<file path="src/rtl/multicycle_ctrl.sv">
// Multicycle ARM-subset control unit.
// Sequences fetch/decode/execute over a shared memory port; holds NZCV.
module multicycle_ctrl (
  input  logic         clk,
  input  logic         reset,
  input  logic [31:12] Instr,
  input  logic [3:0]   ALUFlags,
  input  logic         MemReady,
  output logic         PCWrite,
  output logic         IRWrite,
  output logic         RegWrite,
  output logic         MemWrite,
  output logic         AdrSrc,
  output logic         ALUSrcA,
  output logic [1:0]   ALUSrcB,
  output logic [1:0]   ResultSrc,
  output logic [1:0]   ImmSrc,
  output logic [1:0]   RegSrc,
  output logic [2:0]   ALUControl,
  output logic [3:0]   Flags,
  output logic [3:0]   State
);

  typedef enum logic [3:0] {
    FETCH    = 4'd0,
    DECODE   = 4'd1,
    MEMADR   = 4'd2,
    MEMREAD  = 4'd3,
    MEMWB    = 4'd4,
    MEMWRITE = 4'd5,
    EXECUTER = 4'd6,
    EXECUTEI = 4'd7,
    ALUWB    = 4'd8,
    BRANCH   = 4'd9
  } state_t;

  state_t r_state;
  state_t w_next;
  logic [3:0] r_flags;

  logic [3:0] w_cond;
  logic [1:0] w_op;
  logic [5:0] w_funct;
  logic [3:0] w_rd;
  logic [3:0] w_cmd;
  logic       w_s;
  logic       w_unused_rn;

  assign w_cond  = Instr[31:28];
  assign w_op    = Instr[27:26];
  assign w_funct = Instr[25:20];
  assign w_rd    = Instr[15:12];
  assign w_cmd   = w_funct[4:1];
  assign w_s     = w_funct[0];
  assign w_unused_rn = ^Instr[19:16];

  logic w_is_add;
  logic w_is_sub;
  logic w_is_and;
  logic w_is_orr;
  logic w_is_cmp;
  logic w_alu_wb;
  logic w_exec;
  logic w_flag_we;
  logic w_cv_we;

  assign w_is_add = (w_cmd == 4'b0100);
  assign w_is_sub = (w_cmd == 4'b0010);
  assign w_is_and = (w_cmd == 4'b0000);
  assign w_is_orr = (w_cmd == 4'b1100);
  assign w_is_cmp = (w_cmd == 4'b1010);

  // CMP and undefined cmds never write a register
  assign w_alu_wb = w_is_add | w_is_sub
                  | w_is_and | w_is_orr;

  assign w_exec = (r_state == EXECUTER)
                | (r_state == EXECUTEI);

  assign w_flag_we = w_exec
                   & ((w_s & w_alu_wb) | w_is_cmp);

  // logical ops leave carry and overflow alone
  assign w_cv_we = w_is_add | w_is_sub | w_is_cmp;

  logic w_n;
  logic w_z;
  logic w_c;
  logic w_v;
  logic w_cond_ok;

  assign w_n = r_flags[3];
  assign w_z = r_flags[2];
  assign w_c = r_flags[1];
  assign w_v = r_flags[0];

  // condition unit, evaluated against registered flags
  always_comb begin
    w_cond_ok = 1'b0;
    unique case (w_cond)
      4'b0000: w_cond_ok = w_z;
      4'b0001: w_cond_ok = ~w_z;
      4'b0010: w_cond_ok = w_c;
      4'b0011: w_cond_ok = ~w_c;
      4'b0100: w_cond_ok = w_n;
      4'b0101: w_cond_ok = ~w_n;
      4'b0110: w_cond_ok = w_v;
      4'b0111: w_cond_ok = ~w_v;
      4'b1000: w_cond_ok = w_c & ~w_z;
      4'b1001: w_cond_ok = ~w_c | w_z;
      4'b1010: w_cond_ok = (w_n == w_v);
      4'b1011: w_cond_ok = (w_n != w_v);
      4'b1100: w_cond_ok = ~w_z & (w_n == w_v);
      4'b1101: w_cond_ok = w_z | (w_n != w_v);
      4'b1110: w_cond_ok = 1'b1;
      default: w_cond_ok = 1'b0;
    endcase
  end

  // state register
  always_ff @(posedge clk or negedge reset) begin
    if (!reset) begin
      r_state <= FETCH;
    end else begin
      r_state <= w_next;
    end
  end

  // NZCV register, loaded as the execute state is left
  always_ff @(posedge clk or negedge reset) begin
    if (!reset) begin
      r_flags <= 4'b0000;
    end else if (w_flag_we) begin
      r_flags[3:2] <= ALUFlags[3:2];
      if (w_cv_we) begin
        r_flags[1:0] <= ALUFlags[1:0];
      end
    end
  end

  // next-state logic
  always_comb begin
    w_next = r_state;
    unique case (r_state)
      FETCH: begin
        if (MemReady) w_next = DECODE;
      end
      DECODE: begin
        if (!w_cond_ok) begin
          w_next = FETCH;
        end else begin
          unique case (w_op)
            2'b01: w_next = MEMADR;
            2'b00: w_next = w_funct[5] ? EXECUTEI
                                       : EXECUTER;
            2'b10: w_next = BRANCH;
            default: w_next = FETCH;
          endcase
        end
      end
      MEMADR: begin
        w_next = w_funct[0] ? MEMREAD : MEMWRITE;
      end
      MEMREAD: begin
        if (MemReady) w_next = MEMWB;
      end
      MEMWB:    w_next = FETCH;
      MEMWRITE: begin
        if (MemReady) w_next = FETCH;
      end
      EXECUTER: w_next = ALUWB;
      EXECUTEI: w_next = ALUWB;
      ALUWB:    w_next = FETCH;
      BRANCH:   w_next = FETCH;
      default:  w_next = FETCH;
    endcase
  end

  logic       w_pcw;
  logic       w_irw;
  logic       w_mw;
  logic       w_wb;
  logic       w_adr;
  logic       w_srca;
  logic [1:0] w_srcb;
  logic [1:0] w_res;

  // Moore outputs per state
  always_comb begin
    w_pcw  = 1'b0;
    w_irw  = 1'b0;
    w_mw   = 1'b0;
    w_wb   = 1'b0;
    w_adr  = 1'b0;
    w_srca = 1'b0;
    w_srcb = 2'b00;
    w_res  = 2'b00;
    unique case (r_state)
      FETCH: begin
        w_srca = 1'b1;
        w_srcb = 2'b10;
        w_res  = 2'b10;
        w_irw  = MemReady;
        w_pcw  = MemReady;
      end
      DECODE: begin
        w_srca = 1'b1;
        w_srcb = 2'b10;
        w_res  = 2'b10;
      end
      MEMADR: w_srcb = 2'b01;
      MEMREAD: w_adr = 1'b1;
      MEMWB: begin
        w_res = 2'b01;
        w_wb  = 1'b1;
      end
      MEMWRITE: begin
        w_adr = 1'b1;
        w_mw  = 1'b1;
      end
      EXECUTER: w_srcb = 2'b00;
      EXECUTEI: w_srcb = 2'b01;
      ALUWB: begin
        w_res = 2'b00;
        w_wb  = w_alu_wb;
      end
      BRANCH: begin
        w_srcb = 2'b01;
        w_res  = 2'b10;
        w_pcw  = 1'b1;
      end
      default: ;
    endcase
  end

  logic w_rd_pc;
  assign w_rd_pc = (w_rd == 4'b1111);

  // ALU operation, only meaningful while executing
  always_comb begin
    ALUControl = 3'b000;
    if (w_exec) begin
      unique case (1'b1)
        w_is_sub, w_is_cmp: ALUControl = 3'b001;
        w_is_and: ALUControl = 3'b010;
        w_is_orr: ALUControl = 3'b011;
        default:  ALUControl = 3'b000;
      endcase
    end
  end

  assign PCWrite  = reset
                  & (w_pcw | (w_wb & w_rd_pc));
  assign IRWrite  = reset & w_irw;
  assign RegWrite = reset & w_wb & ~w_rd_pc;
  assign MemWrite = reset & w_mw;

  assign AdrSrc    = w_adr;
  assign ALUSrcA   = w_srca;
  assign ALUSrcB   = w_srcb;
  assign ResultSrc = w_res;

  assign ImmSrc    = w_op;
  assign RegSrc[0] = (w_op == 2'b10);
  assign RegSrc[1] = (w_op == 2'b01) & ~w_funct[0];

  assign Flags = r_flags;
  assign State = r_state;

endmodule

</file>
<file path="config.mk">
export PLATFORM = sky130hd
export DESIGN_NAME = multicycle_ctrl
export DESIGN_NICKNAME = d
export VERILOG_FILES = /design/src/rtl/multicycle_ctrl.sv
export SDC_FILE = /design/constraint.sdc
export NUM_CORES = 1
export LEC_CHECK = 0
export BUFFER_PORTS_ARGS = -buffer_cell sky130_fd_sc_hd__buf_2
export CORE_MARGIN = 3
export CORE_UTILIZATION = 35
export CTS_CLUSTER_SIZE = 10
export DETAILED_ROUTE_END_ITERATION = 7
export GPL_TIMING_DRIVEN = 0
export PLACE_DENSITY = 0.66
export SETUP_SLACK_MARGIN = 0.02
export SLEW_MARGIN = 20
export SYNTH_ARGS = -nofsm -noshare
export SYNTH_HDL_FRONTEND = slang
export SYNTH_SLANG_ARGS = --single-unit
</file>
<file path="constraint.sdc">
create_clock -name clk -period 2.84 [get_ports clk]
set_input_delay 0.284 -clock clk [delete_from_list [all_inputs] [get_ports clk]]
set_output_delay 0.284 -clock clk [all_outputs]
set_load 0.01 [all_outputs]
</file>
==> results.ini, run 1 <==
[logic_synthesis]
synth_top_area_frac=0.2228
synthesis.area_um2=898.4
ys_seq_elements=8
synthesis.nets=142
ys_seq_area_frac=0.2228
yosys.area_share.simple=0.3148
synth-async-reset-ratio=1.000
postSynthCellCount=115
synth.avg_cell_area_um2=7.812
synthTopCellsByArea=dfrtp_1, nor3_1, mux2_1, a21oi_1, nand2_1
synth.most_common_cell=nand2_1
yosys.area.top_type=dfrtp_1
synthMuxAreaShare=0.09610
yosys_warnings=0
synth_cell_types=45
synth-main-ff-cell=dfrtp_1
synth_compound_gate_area_share=0.2604
synth-edff-count=0
synth_fa_ha_area_frac=0
synth_common_cells=nand2_1, nor3_1, a21oi_1, dfrtp_1, nor2_1
synth_top_family_by_area=simple AND/OR/NAND/NOR gates
synth_xor_area_frac=0.02925

[setup_path]
cp.required_ns=2.56
worstSetupPathDepth=6
rr_worst_depth=5
path_class=reg2out
worstPathCellList=nand2b_1 > nor2_1 > a31oi_1 > nor4_1 > o21a_1 > buf_2
r2r-end=Flags[3]$_DFFE_PN0P_
crit_path_end_kind=output port
cpPeakStageDelay_ns=0.42
critical_path_buf_inv_count=1
cpMaxStageDelayCell=dfrtp_1
path_max_fanout=6
cp-start-kind=register
reg2reg_slack_ns=0.95
cp.arrival_ns=1.65
r2r_start=State[3]$_DFFE_PN0P_
cpLargestDelayFamily=simple AND/OR/NAND/NOR gates

[clock_network]
worst_skew_pair.late_latency_ns=0.26
postCtsSetupBuffers=0
clock-root-buffer=clkbuf_4
cts_max_path_buffers=2
path_clk_slew_ns=0.06
numCtsBuffers=3
cts_tree=built
htreeDepth=1
clkSinkCount=8

[power]
total_leakage_power_nw=0.5877
total_power_w=0.0008653
ir_worst_vdd_uv=516.6
p_per_area_nw_per_um2=726.4

[job]
cap_violations=0

[drt]
met3_length_um=218
dr.pass1.iters=6
routed_via_density=5.432
antenna_violating_nets_post_route=0
drc=0
wl_um=2446
wl_met1_um=1042
vias=1043
routed.top_layer=met3
met2_length_um=1185
drt_iter0_markers=26
wire_per_inst_um=12.74

[sta]
slew_violations=0
timing.fmax_mhz=516.6
setup_viol=0
fin_tns_setup_ns=0
final.min_clock_period_ns=1.936
fin_worst_skew_ns=0.004669
hold_viol_final=0
finalCritPeriodShare=0.6815
rsz0062_at_grt=no
fin_ws_ns=0.9044

[die]
dieArea_um2=3211
start_util=0.3875
die_w_um=56.67
io_pins=52
rows=17
core_area_um2=2318
die_h_um=56.67

[placement]
place.gp.congestion=0.9019
numPortBuffers=45
pre_cts_slack_ns=0.9757
hpwl_um=1955
place_area_um2=1159

[global_route]
grt_pass1_wl_um=4146
grt_pass1_vias=928
overflow=0
grtUsageTotal=0.1563
antenna_found_initial=0
grt_max_degree=13

[cells_and_area]
regArea_um2=200.2
drive_above_1_share=0.3476
num-fill-cells=236
multi_input_area_um2=633.1
design_area_um2=1191
antenna_cells=0
nets=193
syn2layout_area_growth_pct=32.59

[min_path]
hp-class=in2reg
whs_endpoint=Flags[0]$_DFFE_PN0P_
whs_path_depth=2
min-delay-start=ALUFlags[0]

[outcome]
status=finished, final reports clean

per-layer routing:
| metal | up-vias | GRT usage |
|---|---|---|
| met5 | - | 0 |
| met4 | 0 | 0.01695 |
| met3 | 0 | 0.05057 |
| met2 | 44 | 0.2475 |
| met1 | 477 | 0.2128 |
| li1 | 522 | - |
per-stage QoR:
| stage | instances | hold WS (ns) | utilization |
|---|---|---|---|
| floorplan | 115 | -0.01159 | - |
| global placement | 188 | 0.1615 | 0.4997 |
| detailed placement | 188 | 0.1736 | 0.4997 |
| CTS | 192 | 0.2361 | 0.5138 |
| global route | 192 | 0.2340 | 0.5138 |
| finish | 192 | 0.2435 | 0.5138 |
timing repair:
action | in CTS | in global routing
resized for setup | 0 | 0
hold endpoints to repair | 8 | 0
hold buffers | 1 | 0
layout by cell type, fill, tap and decap left out, types with 5 or more instances in the layout:
cell type / count
dfrtp_1: 8
a21oi_1: 8
buf_2: 46
nand2_1: 10
nor2_1: 6
nand2b_1: 5
nor3_1: 9
cell type report:
cell class / instances / area share
inverters: 5 / 0.01576
plain buffers: 9 / 0.03887
well taps: 28 / 0.02941
clock buffers: 3 / 0.01891
multi-input cells: 93 / 0.5315
flip-flops and latches: 8 / 0.1681
repair buffers: 46 / 0.1975
cells by family (layout without fill, tap and decap cells):
logic type / Yosys count / after routing
compound gates: 30 / 30
xor+xnor: 3 / 3
buf+inv: 14 / 63
flops: 8 / 8
mux: 8 / 8
other cells: 1 / 1
simple gates: 51 / 51
state kept, by name (all words and copies together) (netlist names):
name   count
State      4
Flags      4
worst register-to-register path, stage by stage (launching register included):
cell,delay [ns]
dfrtp_1,0.41
and2b_1,0.26
nand2_1,0.10
or2_4,0.27
a2111oi_4,0.37
mux2_1,0.35
how the worst max path moves through the flow:
stage	from	end	slack (ns)
6_report	State[2]$_DFFE_PN0P_	PCWrite	0.90
5_1_grt	State[0]$_DFFE_PN0P_	ResultSrc[1]	0.72
4_1_cts	State[2]$_DFFE_PN0P_	PCWrite	0.88
3_5_place_dp	State[3]$_DFFE_PN0P_	Flags[3]$_DFFE_PN0P_	0.98
3_3_place_gp	State[3]$_DFFE_PN0P_	Flags[3]$_DFFE_PN0P_	0.98
2_1_floorplan	State[3]$_DFFE_PN0P_	Flags[2]$_DFFE_PN0P_	1.05
power breakdown:
group,switching (W),internal [W]
sequential,0.0000626,0.000154
clock,0.0000398,0.0000484
combinational,0.000318,0.000242
Note: power is estimated with default switching activity, not from simulation.
==> run 2, diff against run 1 <==
==> constraint.sdc (replaced) <==
create_clock -name clk -period 1.92 [get_ports clk]
set_input_delay 0.192 -clock clk [delete_from_list [all_inputs] [get_ports clk]]
set_output_delay 0.192 -clock clk [all_outputs]
set_load 0.01 [all_outputs]
==> run 2 against run 1 <==
Compared with the run above: global-route usage stayed put; utilization is 0.43 points higher; worst setup slack worse by 0.77 ns; register-to-register slack worse by 0.78 ns; die area stayed put; total power is 49% higher; via count is 0.38% higher; non-clock buffer count stayed put; critical path type unchanged; largest cell class unchanged.
==> results.ini, run 2 (synthesis gave the netlist of run 1 again) <==
[setup_path]
worstPathCellList=and2b_2 > nand2_1 > or2_4 > nor3_1 > buf_2
cp.required_ns=1.73
path_class=reg2out
startpoint=State[3]$_DFFE_PN0P_
cp-start-kind=register
cpPeakStageDelay_ns=0.41
cpMaxStageDelayCell=dfrtp_1
path_max_fanout=4
critical_path_buf_inv_count=1
cp.arrival_ns=1.60
cpLargestDelayFamily=simple AND/OR/NAND/NOR gates
crit_path_end_kind=output port
r2r_start=Flags[0]$_DFFE_PN0P_
rr_worst_depth=5
worstSetupPathDepth=5

[sta]
rsz0062_at_grt=yes
fin_worst_skew_ns=0.004224
hold_viol_final=0
setup_viol=0
timing.fmax_mhz=559.3
final.min_clock_period_ns=1.788
finalCritPeriodShare=0.9312
fin_tns_setup_ns=0
slew_violations=0

[power]
power_frac_clock=0.100
switchingPower_w=0.0006250
ir_worst_vdd_uv=768.8
p_int_w=0.0006646
combPwrFrac=0.650
switching_share=0.4846
p_per_area_nw_per_um2=1074
total_leakage_power_nw=0.5897
total_power_w=0.001290
p_seq_frac=0.250

[drt]
wire_per_inst_um=12.77
antenna_violating_nets_post_route=0
routed_via_density=5.453
drc=0
drt_iter0_markers=11
vias=1047
dr.pass1.iters=4
wl_um=2451

[die]
die_h_um=56.67
die_w_um=56.67
io_pins=52
start_util=0.3875
rows=17
core_area_um2=2318
dieArea_um2=3211

[clock_network]
numCtsBuffers=3
clkSinkCount=8
htreeDepth=1
cts_max_path_buffers=2
postCtsSetupBuffers=0
clock-root-buffer=clkbuf_4
path_clk_slew_ns=0.06
worst_skew_pair.late_latency_ns=0.25
cts_tree=built

[cells_and_area]
nets=193
syn2layout_area_growth_pct=33.70
layout_commonest_cell=buf_2
multi_input_area_um2=640.6
antenna_cells=0
final_cell_mix=buf_2, nand2_1, nor3_1, a21oi_1, dfrtp_1
num-fill-cells=236
drive_above_1_share=0.3720
regArea_um2=201.4

[outcome]
status=finished, final reports clean

[global_route]
grt_pass1_vias=928
overflow=0
antenna_found_initial=0
grt_max_degree=13
grt_pass1_wl_um=4146
grtUsageTotal=0.1563

[placement]
numPortBuffers=45
place.gp.congestion=0.9019
hpwl_um=1955

[job]
cap_violations=0

[min_path]
hp-class=in2reg
min-delay-start=ALUFlags[0]
whs_path_depth=2

run 2: what timing repair did:
item / 4_1_cts / 5_1_grt
gates resized for setup: 0 / 5
hold buffers: 1 / 0
setup endpoints to repair: 0 / 9
endpoints found under the hold margin: 8 / 0
run 2: final timing paths:
kind	to	slack [ns]
max	ALUControl[1]	0.13
min	Flags[0]$_DFFE_PN0P_	0.15
max reg2reg	State[0]$_DFFE_PN0P_	0.17
min reg2reg	Flags[1]$_DFFE_PN0P_	0.58
max in group asynchronous	State[2]$_DFFE_PN0P_	1.35
min in group asynchronous	State[3]$_DFFE_PN0P_	0.34
run 2: power by group through the flow:
stage          Sequential [W]  Clock [W]  Combinational [W]
4_1_cts              0.000321   0.000137           0.000833
3_3_place_gp         0.000319          0           0.000818
5_1_grt              0.000341   0.000147           0.000934
3_5_place_dp         0.000324          0           0.000827
2_1_floorplan        0.000327          0           0.000527
6_report             0.000323   0.000129           0.000838
run 2: cell type report:
class	instances	share of cell area
plain buffers	9	0.03958
repair buffers	46	0.1958
clock buffers	3	0.01875
inverters	5	0.01563
well taps	28	0.02917
flip-flops and latches	8	0.1677
multi-input cells	93	0.5333
run 2: through the flow:
| step | utilization | setup slack [ns] | instance area (µm²) | cells | hold WS (ns) |
|---|---|---|---|---|---|
| 3_3_place_gp | 0.4997 | 0.06232 | 1159 | 188 | 0.06950 |
| 3_5_place_dp | 0.4997 | 0.05569 | 1159 | 188 | 0.08155 |
| 2_1_floorplan | - | 0.1316 | 898.4 | 115 | -0.1036 |
| 4_1_cts | 0.5138 | 0.03482 | 1191 | 192 | 0.1441 |
| 5_1_grt | 0.5181 | 0.01317 | 1201 | 192 | 0.1420 |
| 6_report | 0.5181 | 0.1320 | 1201 | 192 | 0.1534 |
run 2: layer usage:
layer / share of wire / global-route usage / up-vias
met4: 0.0029 / 0.01695 / 0
met3: 0.093 / 0.05057 / 3
met2: 0.47 / 0.2475 / 48
li1: - / - / 520
met5: 0 / 0 / -
met1: 0.43 / 0.2128 / 476
==> run 3, diff against run 2 <==
==> constraint.sdc (replaced) <==
create_clock -name clk -period 1.71 [get_ports clk]
set_input_delay 0.171 -clock clk [delete_from_list [all_inputs] [get_ports clk]]
set_output_delay 0.171 -clock clk [all_outputs]
set_load 0.02 [all_outputs]
==> run 3 against run 2 <==
Compared with the run above: the flow now finishes with violations (negative setup slack); final cell count up 4.2%; routed wire length up 12%; highest routed layer unchanged; largest cell class unchanged; register-to-register slack worse by 0.20 ns.
==> results.ini, run 3 (synthesis gave the netlist of run 1 again) <==
[clock_network]
cts_tree=built
worst_skew_pair.late_latency_ns=0.26
numCtsBuffers=3
htreeDepth=1
cts_max_path_buffers=2
path_clk_slew_ns=0.06
clkSinkCount=8
clock-root-buffer=clkbuf_4

[sta]
finalCritPeriodShare=1.017
slew_violations=0
setup_viol=4
whs_ns=0.1237
final.min_clock_period_ns=1.740
fin_ws_ns=-0.02983
rsz0062_at_grt=yes
hold_viol_final=0
fin_worst_skew_ns=0.003464
timing.fmax_mhz=574.8

[die]
rows=17
io_pins=52
dieArea_um2=3211
die_h_um=56.67
die_w_um=56.67
core_area_um2=2318
start_util=0.3875

[setup_path]
path_max_fanout=4
rr_worst_depth=5
cpMaxStageDelayCell=dfrtp_1
r2r-end=Flags[3]$_DFFE_PN0P_
cp.required_ns=1.54
cpPeakStageDelay_ns=0.40
cp-start-kind=register
worstPathCellList=and2b_1 > buf_4 > a31oi_2 > nor4_1 > o21a_1 > buf_4
reg2reg_slack_ns=-0.03
setup.worst_path.end=PCWrite
cp.arrival_ns=1.57
startpoint=State[2]$_DFFE_PN0P_
r2r_start=State[3]$_DFFE_PN0P_
cp_common_cell=buf_4
crit_path_end_kind=output port
path_class=reg2out

[cells_and_area]
layout_commonest_cell=buf_2
final_cell_mix=buf_2, buf_4, nand2_1, nor3_1, a21oi_1
drive_above_1_share=0.4942
nets=200
antenna_cells=0
syn2layout_area_growth_pct=49.44
final_cell_count_no_fill=200
num-fill-cells=223

[global_route]
grtUsageTotal=0.1707
antenna_found_initial=0
grt_pass1_vias=990
grt_max_degree=11
overflow=0
grt_pass1_wl_um=4402

[drt]
wire_per_inst_um=13.78
drt_iter0_markers=20
drc=0
antenna_violating_nets_post_route=0
vias=1068
dr.pass1.iters=4
wl_um=2756
routed_via_density=5.340

[power]
p_per_area_nw_per_um2=1339
total_leakage_power_nw=0.6473
ir_worst_vdd_uv=862.2

[placement]
numPortBuffers=45
hpwl_um=1965
place.gp.congestion=0.8475
numPlacedInstances=188

[outcome]
status=finished with violations
violations=negative setup slack

[min_path]
hp-class=in2reg

[job]
cap_violations=0

[run 3: layout make-up]
class	count	area [µm²]	area share
clock buffer	4	26.28	0.01957
buffer	9	56.30	0.04194
inverter	5	18.77	0.01398
timing repair buffer	53	297.8	0.2218
multi-input combinational	93	703.2	0.5238
tap	28	35.03	0.02610
sequential	8	205.2	0.1528
[run 3: through the flow]
stage	TNS, ns	worst slack, ns	instance area [µm²]	total power (W)	utilization
floorplan	0	0.008430	902.1	0.001102	-
finish	-0.09247	-0.02983	1343	0.001798	0.5791
CTS	-0.1077	-0.04247	1276	0.001705	0.5505
global route	-0.8497	-0.1431	1343	0.001946	0.5791
global placement	-0.06616	-0.03436	1162	0.001424	0.5013
detailed placement	-0.1261	-0.05946	1162	0.001437	0.5013
[run 3: worst min path at each step]
stage	start	end	cells after the start
final	ALUFlags[1]	Flags[1]$_DFFE_PN0P_	2
after global routing	ALUFlags[1]	Flags[1]$_DFFE_PN0P_	2
after CTS	ALUFlags[1]	Flags[1]$_DFFE_PN0P_	2
after detailed placement	reset	Flags[1]$_DFFE_PN0P_	1
after global placement	reset	Flags[1]$_DFFE_PN0P_	1
after floorplan	reset	Flags[0]$_DFFE_PN0P_	0
[run 3: routing by layer]
layer  part of all wire  routed length [µm]  vias up  global-route usage
met3              0.066                 182        2             0.05287
met1               0.44                1199      492              0.2218
met2               0.49                1360       36              0.2805
met4             0.0047                  13        0             0.02712
met5                  0                   0        -                   0
li1                   -                   -      538                   -
[run 3: repair_timing]
action                                  in CTS  in global routing
resized for setup                           14                 14
setup buffers                                5                  2
hold buffers                                 1                  0
endpoints found under the setup margin      14                 15
hold endpoints to repair                     8                  0
pin swaps                                    3                  4
[run 3: report_power, final]
part	total, W	switching, W	leakage, nW	internal (W)
clock network	0.000162	0.0000720	0.0150	0.0000898
logic	0.00128	0.000743	0.531	0.000532
registers	0.000361	0.0000988	0.101	0.000262
[run 3: critical path, delay by kind of cell, from the launching register on]
family	cells	cell delay [ns]
AOI/OAI and AO/OA	2	0.36
DFF	1	0.40
buffers and inverters	2	0.29
and+or+nand+nor	2	0.26
